### src/rtl/truth_table_sweeper.sv
// Sweeps in1/in2 through 00,10,01,11 for a 2-input cell, holds each DWELL_CYCLES clocks and captures out1.
// Optional self-check against an expected table is enabled by defining TT_CHECK_EN.
`timescale 1ns/1ps
module truth_table_sweeper #(
  parameter int DWELL_CYCLES = 10
) (
  input  logic       clk,
  input  logic       rst,
  input  logic       start,
  output logic       in1,
  output logic       in2,
  input  logic       out1,
  output logic [3:0] truth_table,
  output logic       busy,
  output logic       done
`ifdef TT_CHECK_EN
  ,
  input  logic [3:0] expected,
  output logic       pass,
  output logic       fail,
  output logic [3:0] mismatch
`endif
);

  localparam int             CW     = $clog2(DWELL_CYCLES) + 1;
  localparam logic [CW-1:0]  RELOAD = CW'(DWELL_CYCLES - 1);

  typedef enum logic [1:0] {IDLE, SETTLE, FINISH} state_t;

  state_t        state, state_nxt;
  logic [1:0]    idx, idx_nxt;
  logic [CW-1:0] cnt, cnt_nxt;
  logic          in1_nxt, in2_nxt;
  logic [3:0]    tt_nxt;
  logic          busy_nxt, done_nxt;

  // The sweep index doubles as the table address {in2,in1}.
  function automatic logic [3:0] capture(input logic [3:0] tt, input logic [1:0] i,
                                         input logic b);
    logic [3:0] r;
    r    = tt;
    r[i] = b;
    return r;
  endfunction

  always_comb begin
    state_nxt = state;
    idx_nxt   = idx;
    cnt_nxt   = cnt;
    in1_nxt   = in1;
    in2_nxt   = in2;
    tt_nxt    = truth_table;
    busy_nxt  = busy;
    done_nxt  = 1'b0;
    case (state)
      IDLE: begin
        if (start) begin
          state_nxt          = SETTLE;
          idx_nxt            = 2'd0;
          cnt_nxt            = RELOAD;
          {in2_nxt, in1_nxt} = 2'b00;
          tt_nxt             = 4'b0000;
          busy_nxt           = 1'b1;
        end
      end
      SETTLE: begin
        if (cnt != '0) begin
          cnt_nxt = cnt - CW'(1);
        end else begin
          tt_nxt = capture(truth_table, idx, out1);
          if (idx != 2'd3) begin
            idx_nxt            = idx + 2'd1;
            {in2_nxt, in1_nxt} = idx + 2'd1;
            cnt_nxt            = RELOAD;
          end else begin
            // Last sample taken: in1/in2 stay at 1,1 through the FINISH cycle.
            state_nxt = FINISH;
            busy_nxt  = 1'b0;
            done_nxt  = 1'b1;
          end
        end
      end
      FINISH: begin
        state_nxt          = IDLE;
        {in2_nxt, in1_nxt} = 2'b00;
      end
      default: state_nxt = IDLE;
    endcase
  end

  always_ff @(posedge clk) begin
    if (rst) begin
      state       <= IDLE;
      idx         <= 2'd0;
      cnt         <= '0;
      in1         <= 1'b0;
      in2         <= 1'b0;
      truth_table <= 4'b0000;
      busy        <= 1'b0;
      done        <= 1'b0;
    end else begin
      state       <= state_nxt;
      idx         <= idx_nxt;
      cnt         <= cnt_nxt;
      in1         <= in1_nxt;
      in2         <= in2_nxt;
      truth_table <= tt_nxt;
      busy        <= busy_nxt;
      done        <= done_nxt;
    end
  end

`ifdef TT_CHECK_EN
  logic [3:0] exp_q;

  // Verdict lands together with done and holds until the next accepted start.
  always_ff @(posedge clk) begin
    if (rst) begin
      exp_q    <= 4'b0000;
      pass     <= 1'b0;
      fail     <= 1'b0;
      mismatch <= 4'b0000;
    end else if (state == IDLE && start) begin
      exp_q    <= expected;
      pass     <= 1'b0;
      fail     <= 1'b0;
      mismatch <= 4'b0000;
    end else if (done_nxt) begin
      mismatch <= tt_nxt ^ exp_q;
      pass     <= (tt_nxt == exp_q);
      fail     <= (tt_nxt != exp_q);
    end
  end
`endif

endmodule
### config.mk
export PLATFORM = sky130hd
export DESIGN_NAME = truth_table_sweeper
export DESIGN_NICKNAME = d
export VERILOG_FILES = /design/src/rtl/truth_table_sweeper.sv
export SDC_FILE = /design/constraint.sdc
export NUM_CORES = 1
export LEC_CHECK = 0
export CAP_MARGIN = 20
export CORE_MARGIN = 3
export CORE_UTILIZATION = 59
export DETAILED_ROUTE_END_ITERATION = 16
export DONT_BUFFER_PORTS = 1
export HOLD_SLACK_MARGIN = 0.03
export PLACE_DENSITY_LB_ADDON = 0.05
export SYNTH_ARGS = -nofsm -noshare
export SYNTH_HDL_FRONTEND = slang
export SYNTH_SLANG_ARGS = --single-unit
### constraint.sdc
create_clock -name clk -period 4.9 [get_ports clk]
set_input_delay 1.47 -clock clk [delete_from_list [all_inputs] [get_ports clk]]
set_output_delay 1.47 -clock clk [all_outputs]
set_load 0.02 [all_outputs]
==> impl_metrics.json <==
{
  "synth.area.top_cells": "dfxtp_1, ha_1, nor2_1",
  "fin_setup_tns_ps": 0,
  "ant_nets": 0,
  "track_usage_pct": 20.6,
  "hold_violations": 0,
  "cts_num_sinks": 17,
  "fmax_mhz": 449,
  "r2r_start": "cnt[0]$_SDFFE_PP0P_",
  "p_per_area_nw_per_um2": 311,
  "cts_hold_repair.buffers": 0,
  "rsz0062_at_grt": "false",
  "layout_worst_path_cycle_share_pct": 45.5,
  "worst_setup_path_start_kind": "flop",
  "min_from": "idx[1]$_SDFFE_PP0P_",
  "clk_pin_slew_ps": 90,
  "worstMarginPinSlew_ps": 870,
  "initial_utilization_pct": 64.9,
  "post_cts_resized": 0,
  "yosysTopAreaCell": "dfxtp_1",
  "clock_path_buffers": 2,
  "synth_warnings": 0,
  "maxSlewViolCount": 0,
  "cts_root_buf": "clkbuf_4",
  "end_kind": "output port",
  "stdcell_area_um2": 895,
  "wire_per_inst_um": 14.7,
  "ir_worst_vdd_uv": 162,
  "post-dp-hpwl_mm": 1.24,
  "min_path_type": "flop to flop",
  "holdPathEnd": "idx[1]$_SDFFE_PP0P_",
  "die_area_um2": 1960,
  "synth.distinct_cells": 33,
  "nFillCells": 124,
  "slew_headroom_pct": 41.9,
  "synthDominantCellAreaShare_pct": 39.3,
  "syn_area_per_cell_um2": 8.66,
  "p_leak_nw": 0.354,
  "drt_iter0_drc": 25,
  "die_width_um": 44.3,
  "r2r-end": "truth_table[0]$_SDFFE_PP0P_",
  "clk_latency_ps": 280,
  "rr_worst_depth": 6,
  "cts_tree": "yes",
  "ys_seq_area_share_pct": 39.3,
  "io_pins": 12,
  "crit_arrival_ps": 760,
  "grt_max_degree": 13,
  "placed_cell_area_um2": 868,
  "grt_overflow": 0,
  "num_vias": 725,
  "worst-setup-path-type": "flop to output port",
  "fp.coreArea_um2": 1330,
  "nNetsFinal": 110,
  "syn2layout_area_growth_pct": 3.32,
  "drc": 0,
  "routed_wl_mm": 1.69,
  "multi_input_area_um2": 487,
  "rrSetupSlack_ps": 2970,
  "required_ps": 3430,
  "whs_path_depth": 2,
  "synth_seq_cells": 17,
  "dr.pass1.iters": 4,
  "cts.htree.levels": 1,
  "holdWs_ps": 537,
  "seq_area_um2": 340,
  "max-cap-violations": 0,
  "grt_first_pass_wirelength_mm": 2.97,
  "cts_buffers": 3,
  "crit_fanout": 3,
  "antenna_cells": 0,
  "grt_pass1_vias": 681,
  "die_h_um": 44.3,
  "antenna_found_initial": 0,
  "syn_area_um2": 866,
  "cts_setup_buffers": 0,
  "drive_gt1_share_pct": 7.00,
  "netlist_instances": 100,
  "skew_ps": 3.68,
  "port_buffers": 0,
  "fin_crit_ps": 2230,
  "gp_congestion": 0.828,
  "syn-num-nets": 109,
  "status": "complete, no violations",
  "setup_viol": 0,
  "cp.depth": 0,
  "rows": 13,
  "viasPerCell": 6.30
}
cell usage after synthesis:
cell type	instances
nor2_1	13
inv_1	6
a21oi_1	6
a31oi_1	3
a41o_1	1
a2bb2oi_1	1
o21ai_0	4
nor2b_1	2
nor3_1	2
nand3_1	5
o31a_1	1
ha_1	5
buf_2	1
nand4_1	2
o21ba_2	1
o21bai_1	1
or4b_4	1
or3_4	1
o21ai_1	1
nand2_1	5
o21a_1	1
and2_1	1
nand2b_1	2
dfxtp_1	17
clkbuf_1	3
nand3b_1	1
and3_1	1
nor3b_1	1
nor4b_2	1
o211ai_1	3
mux2i_1	4
a32oi_1	2
o32a_1	1
worst max-delay path by stage:
stage	slack, ps	end	start
3_5_place_dp	2650	cnt[3]$_SDFFE_PP0P_	start
5_1_grt	2620	busy	busy$_SDFFE_PP0P_
4_1_cts	2660	in1	in1$_SDFFE_PP0P_
6_report	2670	in1	in1$_SDFFE_PP0P_
2_1_floorplan	2760	cnt[3]$_SDFFE_PP0P_	start
3_3_place_gp	2700	cnt[3]$_SDFFE_PP0P_	start
per-layer routing:
metal | part of all wire [%] | vias to the layer above | GRT usage (%)
met5 | 0 | - | 0
met4 | 1.2 | 0 | 7.23
met3 | 6.2 | 4 | 3.25
met2 | 45 | 22 | 32.3
met1 | 48 | 339 | 28.5
li1 | - | 360 | -
metrics by stage:
step | std cells | setup WS [ps] | utilization (%) | total power [mW]
floorplan | 100 | 2760 | - | 0.200
global placement | 111 | 2700 | 65.1 | 0.208
detailed placement | 111 | 2650 | 65.1 | 0.209
CTS | 115 | 2660 | 67.1 | 0.282
global route | 115 | 2620 | 67.1 | 0.296
finish | 115 | 2670 | 67.1 | 0.279
sequential cells by signal (all words and copies together), names as in the netlist:
register	flops
cnt	5
truth_table	4
idx	2
state	2
busy	1
done	1
in1	1
in2	1
placed cells by master (no fill, tap or decap):
| master | synthesis | layout |
|---|---|---|
| dfxtp_1 | 17 | 17 |
| nor2_1 | 13 | 13 |
| inv_1 | 6 | 6 |
| a21oi_1 | 6 | 6 |
| nand2_1 | 5 | 5 |
| nand3_1 | 5 | 5 |
| ha_1 | 5 | 5 |
| mux2i_1 | 4 | 4 |
| o21ai_0 | 4 | 4 |
| a31oi_1 | 3 | 3 |
| o211ai_1 | 3 | 3 |
| clkbuf_4 | 0 | 3 |
| nand4_1 | 2 | 2 |
| nand2b_1 | 2 | 2 |
| nor2b_1 | 2 | 2 |
| a32oi_1 | 2 | 2 |
| nor3_1 | 2 | 2 |
| or4b_4 | 1 | 1 |
| or3_4 | 1 | 1 |
| o21ai_1 | 1 | 1 |
| nor4b_2 | 1 | 1 |
| o21bai_1 | 1 | 1 |
| nor3b_1 | 1 | 1 |
| a2bb2oi_1 | 1 | 1 |
| o21ba_2 | 1 | 1 |
| and3_1 | 1 | 1 |
| and2_1 | 1 | 1 |
| o31a_1 | 1 | 1 |
| o21a_1 | 1 | 1 |
| nand3b_1 | 1 | 1 |
| o32a_1 | 1 | 1 |
| a41o_1 | 1 | 1 |
| clkbuf_1 | 3 | 1 |
cell families after synthesis:
| logic type | Yosys count | share of synthesized area [%] |
|---|---|---|
| AND/OR/NAND/NOR | 38 | 24.0 |
| AO/OA/AOI/OAI | 26 | 20.4 |
| flip-flops | 17 | 39.3 |
| multiplexers | 4 | 4.62 |
| buffers and inverters | 10 | 4.48 |
| adder cells (fa/ha/maj) | 5 | 7.23 |
cell type report:
type | count | area share [%]
clock buffer | 4 | 2.94
sequential | 17 | 38.0
tap | 15 | 2.10
inverter | 6 | 2.52
multi-input combinational | 73 | 54.4
power by group:
part           total, mW  internal, mW  switching [mW]  leakage, nW
clock             0.0722        0.0316          0.0406       0.0150
combinational     0.0513        0.0229          0.0283        0.201
sequential         0.155         0.145          0.0102        0.139
total              0.279         0.199          0.0792        0.354
(Power assumes the default switching activity.)
